$ cat src/rtl/mem_access_unit.sv
// MEM stage: issues loads/stores over a req/ack data bus, stalls while in flight, registers MEM/WB.
// Optional build macro MISALIGN_TRAP_EN traps misaligned half/word accesses instead of truncating.
module mem_access_unit #(
    parameter int unsigned MAX_WAIT = 15
) (
    input  logic        clk,
    input  logic        reset,
    input  logic        ex_valid,
    input  logic        ex_mem_read,
    input  logic        ex_mem_write,
    input  logic [1:0]  ex_mem_size,
    input  logic        ex_mem_unsign,
    input  logic [31:0] ex_alu_result,
    input  logic [31:0] ex_store_data,
    input  logic [4:0]  ex_rd,
    input  logic        ex_reg_write,
    output logic        stall,
    output logic        dmem_req,
    output logic        dmem_we,
    output logic [31:0] dmem_addr,
    output logic [3:0]  dmem_be,
    output logic [31:0] dmem_wdata,
    input  logic [31:0] dmem_rdata,
    input  logic        dmem_ack,
    output logic        wb_valid,
    output logic        wb_reg_write,
    output logic [4:0]  wb_rd,
    output logic [31:0] wb_data,
    output logic        bus_err,
    output logic        misalign_exc
);

    localparam int unsigned CW = 8;
    localparam logic [0:0] ST_IDLE = 1'b0;
    localparam logic [0:0] ST_WAIT = 1'b1;

    logic [0:0]    state_q, state_d;
    logic [CW-1:0] cnt_q, cnt_d;
    logic          dmem_req_q, dmem_req_d, dmem_we_q, dmem_we_d;
    logic [31:0]   dmem_addr_q, dmem_addr_d, dmem_wdata_q, dmem_wdata_d;
    logic [3:0]    dmem_be_q, dmem_be_d;
    logic          wb_valid_q, wb_valid_d, wb_reg_write_q, wb_reg_write_d;
    logic [4:0]    wb_rd_q, wb_rd_d, rd_q, rd_d;
    logic [31:0]   wb_data_q, wb_data_d;
    logic          bus_err_q, bus_err_d, misalign_q, misalign_d;
    logic [1:0]    size_q, size_d, lo_q, lo_d;
    logic          unsign_q, unsign_d, rw_q, rw_d;

    logic          mem_op_c, mis_c, timeout_c;
    logic [3:0]    be_c;
    logic [31:0]   wdata_c, load_c;
    logic [7:0]    ld_byte_c;
    logic [15:0]   ld_half_c;

    assign mem_op_c  = ex_mem_read | ex_mem_write;
    assign timeout_c = (cnt_q == CW'(MAX_WAIT - 1));

`ifdef MISALIGN_TRAP_EN
    assign mis_c = mem_op_c &&
                   (((ex_mem_size == 2'b01) && ex_alu_result[0]) ||
                    (ex_mem_size[1] && (ex_alu_result[1:0] != 2'b00)));
`else
    assign mis_c = 1'b0;
`endif

    // Byte enables and lane-replicated store data for the incoming op
    always_comb begin
        be_c    = 4'b1111;
        wdata_c = ex_store_data;
        case (ex_mem_size)
            2'b00: begin
                be_c    = 4'b0001 << ex_alu_result[1:0];
                wdata_c = {4{ex_store_data[7:0]}};
            end
            2'b01: begin
                be_c    = ex_alu_result[1] ? 4'b1100 : 4'b0011;
                wdata_c = {2{ex_store_data[15:0]}};
            end
            default: ;
        endcase
    end

    // Lane select and extension of returned load data
    always_comb begin
        ld_byte_c = 8'(dmem_rdata >> {lo_q, 3'b000});
        ld_half_c = lo_q[1] ? dmem_rdata[31:16] : dmem_rdata[15:0];
        case (size_q)
            2'b00:   load_c = unsign_q ? {24'b0, ld_byte_c} : {{24{ld_byte_c[7]}}, ld_byte_c};
            2'b01:   load_c = unsign_q ? {16'b0, ld_half_c} : {{16{ld_half_c[15]}}, ld_half_c};
            default: load_c = dmem_rdata;
        endcase
    end

    always_comb begin
        state_d        = state_q;
        cnt_d          = cnt_q;
        dmem_req_d     = dmem_req_q;
        dmem_we_d      = dmem_we_q;
        dmem_addr_d    = dmem_addr_q;
        dmem_be_d      = dmem_be_q;
        dmem_wdata_d   = dmem_wdata_q;
        wb_valid_d     = 1'b0;
        wb_reg_write_d = 1'b0;
        wb_rd_d        = wb_rd_q;
        wb_data_d      = wb_data_q;
        bus_err_d      = 1'b0;
        misalign_d     = 1'b0;
        size_d         = size_q;
        lo_d           = lo_q;
        unsign_d       = unsign_q;
        rd_d           = rd_q;
        rw_d           = rw_q;
        stall          = 1'b0;
        case (state_q)
            ST_IDLE: begin
                if (ex_valid && mem_op_c && !mis_c) begin
                    stall        = 1'b1;
                    state_d      = ST_WAIT;
                    cnt_d        = '0;
                    dmem_req_d   = 1'b1;
                    dmem_we_d    = ex_mem_write;
                    dmem_addr_d  = {ex_alu_result[31:2], 2'b00};
                    dmem_be_d    = be_c;
                    dmem_wdata_d = wdata_c;
                    size_d       = ex_mem_size;
                    lo_d         = ex_alu_result[1:0];
                    unsign_d     = ex_mem_unsign;
                    rd_d         = ex_rd;
                    rw_d         = ex_reg_write;
                end else if (ex_valid) begin
                    // Non-memory passthrough, or a trapped misaligned access
                    wb_valid_d     = 1'b1;
                    wb_rd_d        = ex_rd;
                    wb_data_d      = ex_alu_result;
                    wb_reg_write_d = ex_reg_write && !mis_c;
                    misalign_d     = mis_c;
                end
            end
            default: begin
                stall = !dmem_ack && !timeout_c;
                if (dmem_ack) begin
                    state_d    = ST_IDLE;
                    dmem_req_d = 1'b0;
                    wb_valid_d = 1'b1;
                    wb_rd_d    = rd_q;
                    if (dmem_we_q) begin
                        wb_data_d = {dmem_addr_q[31:2], lo_q};
                    end else begin
                        wb_data_d      = load_c;
                        wb_reg_write_d = rw_q;
                    end
                end else if (timeout_c) begin
                    state_d    = ST_IDLE;
                    dmem_req_d = 1'b0;
                    wb_valid_d = 1'b1;
                    wb_rd_d    = rd_q;
                    wb_data_d  = '0;
                    bus_err_d  = 1'b1;
                end else begin
                    cnt_d = cnt_q + CW'(1);
                end
            end
        endcase
    end

    always_ff @(posedge clk) begin
        if (reset) begin
            state_q        <= ST_IDLE;
            cnt_q          <= '0;
            dmem_req_q     <= 1'b0;
            dmem_we_q      <= 1'b0;
            dmem_addr_q    <= '0;
            dmem_be_q      <= '0;
            dmem_wdata_q   <= '0;
            wb_valid_q     <= 1'b0;
            wb_reg_write_q <= 1'b0;
            wb_rd_q        <= '0;
            wb_data_q      <= '0;
            bus_err_q      <= 1'b0;
            misalign_q     <= 1'b0;
            size_q         <= '0;
            lo_q           <= '0;
            unsign_q       <= 1'b0;
            rd_q           <= '0;
            rw_q           <= 1'b0;
        end else begin
            state_q        <= state_d;
            cnt_q          <= cnt_d;
            dmem_req_q     <= dmem_req_d;
            dmem_we_q      <= dmem_we_d;
            dmem_addr_q    <= dmem_addr_d;
            dmem_be_q      <= dmem_be_d;
            dmem_wdata_q   <= dmem_wdata_d;
            wb_valid_q     <= wb_valid_d;
            wb_reg_write_q <= wb_reg_write_d;
            wb_rd_q        <= wb_rd_d;
            wb_data_q      <= wb_data_d;
            bus_err_q      <= bus_err_d;
            misalign_q     <= misalign_d;
            size_q         <= size_d;
            lo_q           <= lo_d;
            unsign_q       <= unsign_d;
            rd_q           <= rd_d;
            rw_q           <= rw_d;
        end
    end

    assign dmem_req     = dmem_req_q;
    assign dmem_we      = dmem_we_q;
    assign dmem_addr    = dmem_addr_q;
    assign dmem_be      = dmem_be_q;
    assign dmem_wdata   = dmem_wdata_q;
    assign wb_valid     = wb_valid_q;
    assign wb_reg_write = wb_reg_write_q;
    assign wb_rd        = wb_rd_q;
    assign wb_data      = wb_data_q;
    assign bus_err      = bus_err_q;
    assign misalign_exc = misalign_q;

endmodule

$ cat config.mk
export PLATFORM = sky130hd
export DESIGN_NAME = mem_access_unit
export DESIGN_NICKNAME = d
export VERILOG_FILES = /design/src/rtl/mem_access_unit.sv
export SDC_FILE = /design/constraint.sdc
export NUM_CORES = 1
export LEC_CHECK = 0
export ABC_AREA = 1
export CAP_MARGIN = 20
export CORE_AREA = 2 2 143 103
export CTS_CLUSTER_DIAMETER = 80
export CTS_CLUSTER_SIZE = 14
export DETAILED_ROUTE_END_ITERATION = 12
export DIE_AREA = 0 0 145 105
export MAX_ROUTING_LAYER = met4
export PLACE_DENSITY = 0.84
export SKIP_LAST_GASP = 1
export SYNTH_ARGS = -nofsm -noshare
export SYNTH_HDL_FRONTEND = slang
export SYNTH_SLANG_ARGS = --single-unit
$ cat constraint.sdc
create_clock -name clk -period 2.43 [get_ports clk]
set_input_delay 0.486 -clock clk [delete_from_list [all_inputs] [get_ports clk]]
set_output_delay 0.486 -clock clk [all_outputs]
set_load 0.1 [all_outputs]
==> out/metrics.yaml <==
status: "finished clean"
tritoncts: "built"
coreArea_um2: 13700
worstPathRequired_ps: 1940
final_util_pct: 64.8
syn_inst: 854
final.setup.tns_ps: 0
finalPower_uw: 7520
ir_drop_uv: 534
initial_utilization_pct: 44.9
critPathLaunch: "ex_valid"
cts_setup_buffers: 0
dr.pass1.iters: 5
diodes: 0
grt_start_max_net_pins: 38
viasPerCell: 5.33
wl_per_cell_um: 16.7
cts_resized: 0
placedCellCount: 1232
p_per_area_nw_per_um2: 845
setup_viol: 0
cp-endpoint: "stall"
finalHoldViolations: 0
first_global_vias: 6326
htree_levels: 4
antenna_left: 0
min_from: "dmem_be[1]"
wl_mm: 21.1
antenna_found_initial: 0
leakagePower_uw: 0.00380
ys_types: 43
num_rows: 36
dr_total_vias: 6740
crit_type: "in2out"
rsz0062_at_grt: "no"
arrival_ps: 1880
fin_crit_ps: 2360
clock_latency_ps: 410
rr_endpoint: "wb_data[22]"
die_w_um: 145
cp-start-kind: "input port"
port-buffer-count: 219
fmax_mhz: 423
ys_ff_latch: 128
path_clk_slew_ps: 50
die_height_um: 105
r2r_setup_slack_ps: 430
io-pin-count: 223
grt_pass1_wl_mm: 33.7
overflow: 0
yosysSeqAreaShare_pct: 41.5
worst-path-max-fanout: 10
die_area_um2: 15200
syn_area_per_cell_um2: 7.22
slew_violations: 0
ctsLongestPathBuffers: 2
grtUsageTotal_pct: 28.2
skew_ps: 11.6
cts-root-buf: "clkbuf_16"
endpoint_kind: "output port"
fin_cells: 1264
holdWs_ps: 456
fillers: 1180
final_cell_mix: "nand2_1, buf_4, dfxtp_1"
drive_gt1_share_pct: 21.1
r2r_cells: 7
maxCapViolCount: 0
maxSlewHeadroom_pct: 61.5
place_congestion: 0.949
cts.sinks: 128
ys_warn_count: 0
drt_iter0_drc: 521
drc: 0
cts_buffers: 17
ctsHoldBuffers: 0
finalCritPeriodShare_pct: 97.2
hpwl_mm: 15.2
area_growth_pct: 44.2
worst_pin_slew_ps: 577
final_common_cell: "nand2_1"
syn_area_um2: 6170
nets: 1174
reg2reg_from: "state_q"
holdCritPathClass: "reg2reg"
[where the power goes]
group	switching [µW]	leakage [µW]	total (µW)	internal, µW
clock	938	0.000312	2820	1880
sequential	101	0.00105	2360	2260
combinational	1740	0.00244	2340	599
total	2780	0.00380	7520	4740
[flip-flops by register name, summed over array words and instances (netlist names), 2 cells and up]
register	cells
rd_q	5
dmem_wdata	32
wb_data	32
cnt_q	8
dmem_be	4
lo_q	2
wb_rd	5
size_q	2
dmem_addr	30
[cell type report]
| type | instances | area, µm² | share of cell area (%) |
|---|---|---|---|
| Clock buffer | 23 | 468 | 5.26 |
| Sequential cell | 128 | 2560 | 28.8 |
| Clock inverter | 9 | 180 | 2.03 |
| Multi-Input combinational cell | 595 | 3000 | 33.7 |
| Inverter | 75 | 297 | 3.33 |
| Timing Repair Buffer | 244 | 2160 | 24.2 |
| Tap cell | 190 | 238 | 2.67 |
[cells in the mapped netlist, drive strengths merged]
| library cell | instances | share of area (%) |
|---|---|---|
| a32o | 6 | 0.97 |
| dfxtp | 128 | 42 |
| inv | 73 | 4.6 |
| ha | 2 | 0.41 |
| conb | 1 | 0.061 |
| nand3 | 16 | 1.6 |
| clkinv | 2 | 0.16 |
| clkbuf | 29 | 1.8 |
| nor3 | 4 | 0.49 |
| a31o | 3 | 0.43 |
| o221ai | 1 | 0.14 |
| nand4 | 5 | 0.51 |
| o21ai | 124 | 10 |
| buf | 29 | 3.4 |
| a31oi | 5 | 0.51 |
| o22ai | 5 | 0.51 |
| o211ai | 13 | 1.6 |
| a21oi | 120 | 10 |
| a21o | 1 | 0.12 |
| nor2 | 45 | 3.4 |
| o2111ai | 6 | 0.85 |
| xor2 | 1 | 0.14 |
| nor4 | 2 | 0.20 |
| nand2 | 213 | 14 |
| a22o | 1 | 0.14 |
| o32ai | 4 | 0.57 |
| or2 | 15 | 1.5 |
[cell families (layout without fill, tap and decap cells)]
kind of cell / after synthesis / after routing / share of synthesized area, %
xor+xnor: 1 / 1 / 0.142
compound gates: 289 / 289 / 26.2
other cells: 1 / 3 / 0.0608
buf+inv: 133 / 351 / 10.0
simple gates: 300 / 300 / 21.6
fa+ha+maj: 2 / 2 / 0.406
flops: 128 / 128 / 41.5
[how the worst min path moves through the flow]
stage,endpoint,depth (start not counted)
3_5_place_dp,dmem_be[1],2
3_3_place_gp,dmem_wdata[5],2
4_1_cts,dmem_wdata[12],2
5_1_grt,dmem_be[3],2
2_1_floorplan,rd_q[4],2
6_report,dmem_be[1],2
[critical path, cell delays in order]
cell and delay, ps:
clkdlybuf4s50_1 530, inv_2 70, nor2_4 140, inv_4 90, nor2_8 150, inv_2 50
nand2_1 150, buf_12 200
[metrics by stage]
stage / cell area (µm²) / setup WS [ps]
after floorplan: 6180 / 500
after global placement: 8250 / 103
after detailed placement: 8250 / 43.2
after CTS: 8900 / 73.2
after global routing: 8900 / 1.54
final: 8900 / 67.0
[layer usage]
metal | part of all wire [%] | track usage (%) | vias to the layer above | routed length, µm
met3 | 9.6 | 6.81 | 28 | 2020
met4 | 1.5 | 6.44 | 0 | 325
li1 | - | - | 3273 | -
met1 | 45 | 39.0 | 3075 | 9460
met2 | 44 | 41.9 | 364 | 9310
met5 | 0 | - | - | 0
Power figures use the tool's default switching activity.
